<file path="config.mk">
export PLATFORM = sky130hd
export DESIGN_NAME = pipe_addsub
export DESIGN_NICKNAME = d
export VERILOG_FILES = /design/src/rtl/pipe_addsub.sv
export SDC_FILE = /design/constraint.sdc
export NUM_CORES = 1
export LEC_CHECK = 0
export BUFFER_PORTS_ARGS = -buffer_cell sky130_fd_sc_hd__buf_2
export CAP_MARGIN = 20
export CORE_MARGIN = 2
export CORE_UTILIZATION = 60
export DETAILED_ROUTE_END_ITERATION = 6
export PLACE_DENSITY = 0.87
export SLEW_MARGIN = 20
export SYNTH_ARGS = -nofsm -noshare
export SYNTH_HDL_FRONTEND = slang
export SYNTH_SLANG_ARGS = --single-unit
export TNS_END_PERCENT = 20
</file>
<file path="constraint.sdc">
create_clock -name clk -period 6.6 [get_ports clk]
set_input_delay 1.32 -clock clk [delete_from_list [all_inputs] [get_ports clk]]
set_output_delay 1.32 -clock clk [all_outputs]
set_load 0.02 [all_outputs]
</file>
<file path="src/rtl/pipe_addsub.sv">
`default_nettype none
// ============================================================================
// Module   : pipe_addsub
// Purpose  : Segmented, pipelined add/subtract with valid/ready stream and
//            ALU status flags; one SEG_W-bit segment resolved per stage.
// Revision : 1.0
// ============================================================================
module pipe_addsub #(
    parameter int WIDTH = 32,
    parameter int SEG_W = 8
) (
    input  logic             clk,
    input  logic             rst,
    input  logic             in_valid,
    output logic             in_ready,
    input  logic [WIDTH-1:0] a,
    input  logic [WIDTH-1:0] b,
    input  logic [1:0]       op,
    input  logic             cin,
    output logic             out_valid,
    input  logic             out_ready,
    output logic [WIDTH-1:0] sum,
    output logic             cout,
    output logic             ovf,
    output logic             zero,
    output logic             neg
);

    localparam int NSEG = WIDTH / SEG_W;

    // Per-stage inputs: index 0 is the port side, index k+1 is stage k's register.
    logic [NSEG-1:0]  w_v_in;
    logic [NSEG-1:0]  w_load;
    logic [NSEG-1:0]  w_advance;
    logic [NSEG-1:0]  w_c_in;
    logic [NSEG-1:0]  w_z_in;
    logic [WIDTH-1:0] w_a_in [NSEG];
    logic [WIDTH-1:0] w_b_in [NSEG];
    logic [WIDTH-1:0] w_s_in [NSEG];

    logic [WIDTH-1:0] w_b_eff;
    logic             w_c0;

    // Subtraction is a + ~b + 1; op[1] selects the external carry/borrow.
    assign w_b_eff = op[0] ? ~b : b;
    assign w_c0    = op[1] ? cin : op[0];

    assign w_v_in[0] = in_valid;
    assign w_a_in[0] = a;
    assign w_b_in[0] = w_b_eff;
    assign w_s_in[0] = '0;
    assign w_c_in[0] = w_c0;
    assign w_z_in[0] = 1'b1;

    assign in_ready = w_load[0];

    for (genvar k = 0; k < NSEG; k++) begin : g_stage
        logic             r_valid;
        logic             r_carry;
        logic             r_zero;
        logic [WIDTH-1:0] r_sum;
        logic [WIDTH-1:0] w_s_out;
        logic [SEG_W:0]   w_seg;

        assign w_seg = {1'b0, w_a_in[k][k*SEG_W +: SEG_W]}
                     + {1'b0, w_b_in[k][k*SEG_W +: SEG_W]}
                     + {{SEG_W{1'b0}}, w_c_in[k]};

        always_comb begin
            w_s_out = w_s_in[k];
            w_s_out[k*SEG_W +: SEG_W] = w_seg[SEG_W-1:0];
        end

        assign w_load[k] = !r_valid || w_advance[k];

        always_ff @(posedge clk) begin
            if (rst) begin
                r_valid <= 1'b0;
                r_carry <= 1'b0;
                r_zero  <= 1'b0;
                r_sum   <= '0;
            end else if (w_load[k]) begin
                r_valid <= w_v_in[k];
                if (w_v_in[k]) begin
                    r_carry <= w_seg[SEG_W];
                    r_zero  <= w_z_in[k] && (w_seg[SEG_W-1:0] == '0);
                    r_sum   <= w_s_out;
                end
            end
        end

        if (k < NSEG - 1) begin : g_fwd
            logic [WIDTH-1:0] r_a;
            logic [WIDTH-1:0] r_b;

            always_ff @(posedge clk) begin
                if (rst) begin
                    r_a <= '0;
                    r_b <= '0;
                end else if (w_load[k] && w_v_in[k]) begin
                    r_a <= w_a_in[k];
                    r_b <= w_b_in[k];
                end
            end

            assign w_advance[k]  = r_valid && w_load[k+1];
            assign w_v_in[k+1]   = r_valid;
            assign w_a_in[k+1]   = r_a;
            assign w_b_in[k+1]   = r_b;
            assign w_s_in[k+1]   = r_sum;
            assign w_c_in[k+1]   = r_carry;
            assign w_z_in[k+1]   = r_zero;
        end else begin : g_out
            logic r_ovf;

            // Overflow needs the operand sign bits, which only exist up to this stage.
            always_ff @(posedge clk) begin
                if (rst) begin
                    r_ovf <= 1'b0;
                end else if (w_load[k] && w_v_in[k]) begin
                    r_ovf <= (w_a_in[k][WIDTH-1] == w_b_in[k][WIDTH-1])
                          && (w_s_out[WIDTH-1] != w_a_in[k][WIDTH-1]);
                end
            end

            assign w_advance[k] = r_valid && out_ready;
            assign out_valid    = r_valid;
            assign sum          = r_sum;
            assign cout         = r_carry;
            assign zero         = r_zero;
            assign neg          = r_sum[WIDTH-1];
            assign ovf          = r_ovf;
        end
    end

endmodule
`default_nettype wire
</file>
# Yosys cells after proc, flatten, opt, wreduce, memory -nomap -nowiden
# Cells that the tools add are included.
[totals]
input_bits = 71
wordCells = 61
latch_bits = 0
memories = 0
ff_bits = 285
output_inout_bits = 38
mem_bits_ro = 0
ram_bits = 0
[classes]
bitwise_logic = 1
n_mul = 0
n_eq_ne = 2
n_reduce_logical = 25
order_cmp = 0
muxes = 2
div = 0
shift = 0
addsub = 8
[ops]
columns = ["operator", "count"]
rows = [
  ["$add 8x8->9", 4],
  ["$add 9x1->9", 4],
  ["$logic_not 8->1", 4],
  ["$mux 32", 1],
  ["$not 32->32", 1],
  ["$logic_and 1x1->1", 9],
  ["$reduce_and 2->1", 4],
  ["$logic_not 1->1", 4],
  ["$logic_or 1x1->1", 4],
  ["$eq 1x1->1", 1],
  ["$mux 1", 1],
  ["$ne 1x1->1", 1],
]

# Logic depth before layout (Yosys ltp)
[depth]
ltp_word = 9
ltp_mapped = 11
ltp_nobuf = 9

# Worst setup path after synthesis
# No wires, ideal clock.
[synth_path]
kind = "input-to-reg"
start = "in op[0]"
end = "reg g_stage[0].r_zero"
setup_time_ns = 0.059
path_stages = 9
required_time_ns = 6.541
slack_ns = 2.714
n_path_buf = 2
t_arrival_ns = 3.828
cell_sequence = "clkbuf_1 -> clkbuf_1 -> xnor2_1 -> fa_1 -> fa_1 -> xnor2_1 -> or4_1 -> nor3_1 -> a22o_1"
[synth_between]
elab_chain_len = 4
word_cells_on_any_way = 5
cone_classes = "2 x add/sub; 2 x mux; 1 x reduce/logical"
[synth_lines]
columns = ["element", "line_no", "rtl"]
rows = [
  ["from (decl)", "18", "input logic [1:0] op,"],
  ["$mux 32", "45", "assign w_b_eff = op[0] ? ~b : b;"],
  ["$add 8x8->9", "66", "+ {1'b0, w_b_in[k][k*SEG_W +: SEG_W]}"],
  ["$add 9x1->9 *", "67", "+ {{SEG_W{1'b0}}, w_c_in[k]};"],
  ["$logic_not 8->1 *", "86", "r_zero <= w_z_in[k] && (w_seg[SEG_W-1:0] == '0);"],
  ["to (signal assigned)", "86", ""],
  ["to (decl)", "60", "logic r_zero;"],
]
# Every way passes the cells marked *; elsewhere a longest branch is shown, timed or not.
# A chain may end at the register's enable or synchronous reset.

# Worst setup path in the final report
# Same ends and word-level chain as after synthesis.

==> flow_summary.json <==
{
  "diodes": 0,
  "crit_family": "adder cells",
  "wl_per_cell_um": 13.6,
  "synth_top_area_share_pct": 46.7,
  "fp.coreArea_um2": 13200,
  "area_delta_synth_final_pct": 14.8,
  "ys_seq_elements": 189,
  "dieArea_um2": 14500,
  "gp_congestion": 0.871,
  "drt_iter0_markers": 449,
  "outcome": "finished clean",
  "antenna_found_initial": 0,
  "post-place-ws_ns": 2.47,
  "grt_pass1_wl_um": 28700,
  "io_pins": 109,
  "ys_warn_count": 0,
  "utilization_pct": 70.3,
  "async_reset_ff_share_pct": 0,
  "grt_max_degree": 71,
  "cts-root-buf": "clkbuf_16",
  "synthCells": 1002,
  "ys_top_cells_by_area": "dfxtp_1 47%, nand2_1 13%, a21oi_1 9.8%",
  "rows": 42,
  "synth_xor_area_share_pct": 5.29,
  "numCtsBuffers": 17,
  "multiInputGateArea_um2": 4030,
  "crit_type": "primary input to register",
  "p_total_uw": 2480,
  "path_common_cell": "fa_1",
  "start_kind": "primary input",
  "grt_overflow": 0,
  "regArea_um2": 3780,
  "drtPass1Iterations": 5,
  "synth_nets": 1109,
  "min_period_ns": 3.71,
  "cts_tree": "built",
  "clk_latency_ns": 0.43,
  "placed_cell_area_um2": 8710,
  "critPathCaptureType": "register",
  "synth_top_family_by_area": "simple AND/OR/NAND/NOR gates",
  "final_cell_mix": "291 x nand2_1, 189 x dfxtp_1, 159 x a21oi_1",
  "synth_edf_count": 0,
  "hold_viol": 0,
  "synth_fa_ha_area_share_pct": 6.30,
  "layout_commonest_cell": "nand2_1",
  "die_height_um": 120,
  "wl_um": 17200,
  "grtUsageTotal_pct": 24.4,
  "max_slew.worst_pin.slew_ns": 0.847,
  "cts.repair.resized": 0,
  "drive_above_1_share_pct": 14.3,
  "slowest_delay_ns": 0.65,
  "cts_setup_buffers": 0,
  "final_nets": 1179,
  "clk_pin_slew_ns": 0.07,
  "irDropWorstVdd_mv": 0.179,
  "io_buffers": 108,
  "clockBufferDepth": 2,
  "grt_setup_unrepaired": "false",
  "arrival_ns": 4.04,
  "netlist_area_um2": 8110,
  "setup_slack_ns": 2.89,
  "synth.distinct_cells": 48,
  "stdcell_area_um2": 9310,
  "hp-class": "register to register",
  "start_util_pct": 61.2,
  "power_density_nw_per_um2": 266,
  "synth_mux_area_share_pct": 0.123,
  "max_freq_mhz": 269,
  "cp_slowest_cell": "buf_2",
  "dp_hpwl_um": 11900,
  "drv_slew": 0,
  "leakage_uw": 0.00362,
  "synth_ff_type": "dfxtp_1",
  "cp_cell_sequence": "buf_2, xnor2_1, fa_1, fa_1, nor2b_1, o31a_1, nor4_1, nor3_1, a211oi_1, a22o_1",
  "num_vias": 6795,
  "tns_ns": 0,
  "yosys.area_share.simple_pct": 19.8,
  "cts.sinks": 189,
  "synth_compound_area_share_pct": 17.9,
  "cp_max_fo": 33,
  "ys_seq_area_share_pct": 46.7,
  "die_w_um": 120,
  "setup_viol": 0,
  "ant_nets": 0,
  "drc_errors": 0,
  "worstPathRequired_ns": 6.92,
  "htreeDepth": 4,
  "rrSetupSlack_ns": 3.80,
  "synth_area_leader_cell": "dfxtp_1",
  "synth.avg_cell_area_um2": 8.09,
  "finalCritPeriodShare_pct": 56.3,
  "final.fill_count": 1090,
  "grt_pass1_vias": 6229,
  "critical_path_buf_inv_count": 1,
  "cap_violations": 0,
  "vias_per_cell": 5.39,
  "slew_headroom_pct": 43.5,
  "hold_buffers": 0,
  "finClkSkew_ns": 0.00788
}
==> power by group <==
part           switching (uW)  internal [uW]
Combinational             147           97.8
Clock                     420            606
Sequential               24.3           1180
==> layer usage <==
metal	vias to the layer above	GRT usage (%)	share of wire, %
met2	187	38.8	46
met1	3087	33.4	47
met4	0	7.56	1.4
li1	3502	-	-
met5	-	0	0
met3	19	5.33	5.6
==> worst min-delay path, delay by kind of cell (launching register included) <==
kind             cells  cell delay [ns]
flip-flops           1             0.31
AND/OR/NAND/NOR      1             0.05
AO/OA/AOI/OAI        1             0.05
==> registers in the layout, summed over array words and instances, names as in the netlist <==
| signal | cells |
|---|---|
| zero | 1 |
| g_stage.g_fwd.r_b | 48 |
| cout | 1 |
| g_stage.g_fwd.r_a | 48 |
| ovf | 1 |
| g_stage.r_carry | 3 |
| sum | 32 |
| g_stage.r_zero | 3 |
| g_stage.r_sum | 48 |
| out_valid | 1 |
| g_stage.r_valid | 3 |
==> synth_stat cells (all sizes together), types with 7 or more instances <==
cell and count:
nand2 291, o21a 7, a211oi 38, dfxtp 189
buf 7, nor2 58, clkbuf 60, o21ai 19
xor2 9, fa 8, nor2b 12, ha 28
a21oi 159, xnor2 40, inv 15, nor3 10
==> layout make-up <==
class                   count  share of cell area, %
well taps                 176                   2.37
multi-input cells         731                   43.3
clock inverters             9                   1.17
flip-flops and latches    189                   40.6
clock buffers              22                   5.31
repair buffers            118                   6.64
inverters                  15                  0.605
==> per-stage QoR <==
step	hold slack (ns)	cells
2_1_floorplan	0.432	1002
4_1_cts	0.451	1260
3_3_place_gp	0.438	1229
6_report	0.448	1260
3_5_place_dp	0.442	1229
5_1_grt	0.465	1260
==> final timing paths <==
check	endpoint	depth (start not counted)	from
worst max-delay path	g_stage[0].r_zero	10	op[0]
worst min-delay path	sum[21]	2	g_stage[2].r_sum[21]
worst max register to register	g_stage[2].r_zero	8	g_stage[1].r_carry
worst min register to register	sum[21]	2	g_stage[2].r_sum[21]
==> kinds of logic (layout without fill, tap and decap cells) <==
family          count (synthesis)  after routing
fa+ha+maj                      36             36
simple gates                  397            397
buf+inv                        82            164
compound gates                248            248
flops                         189            189
xor+xnor                       49             49
mux                             1              1
Power figures use the tool's default switching activity.
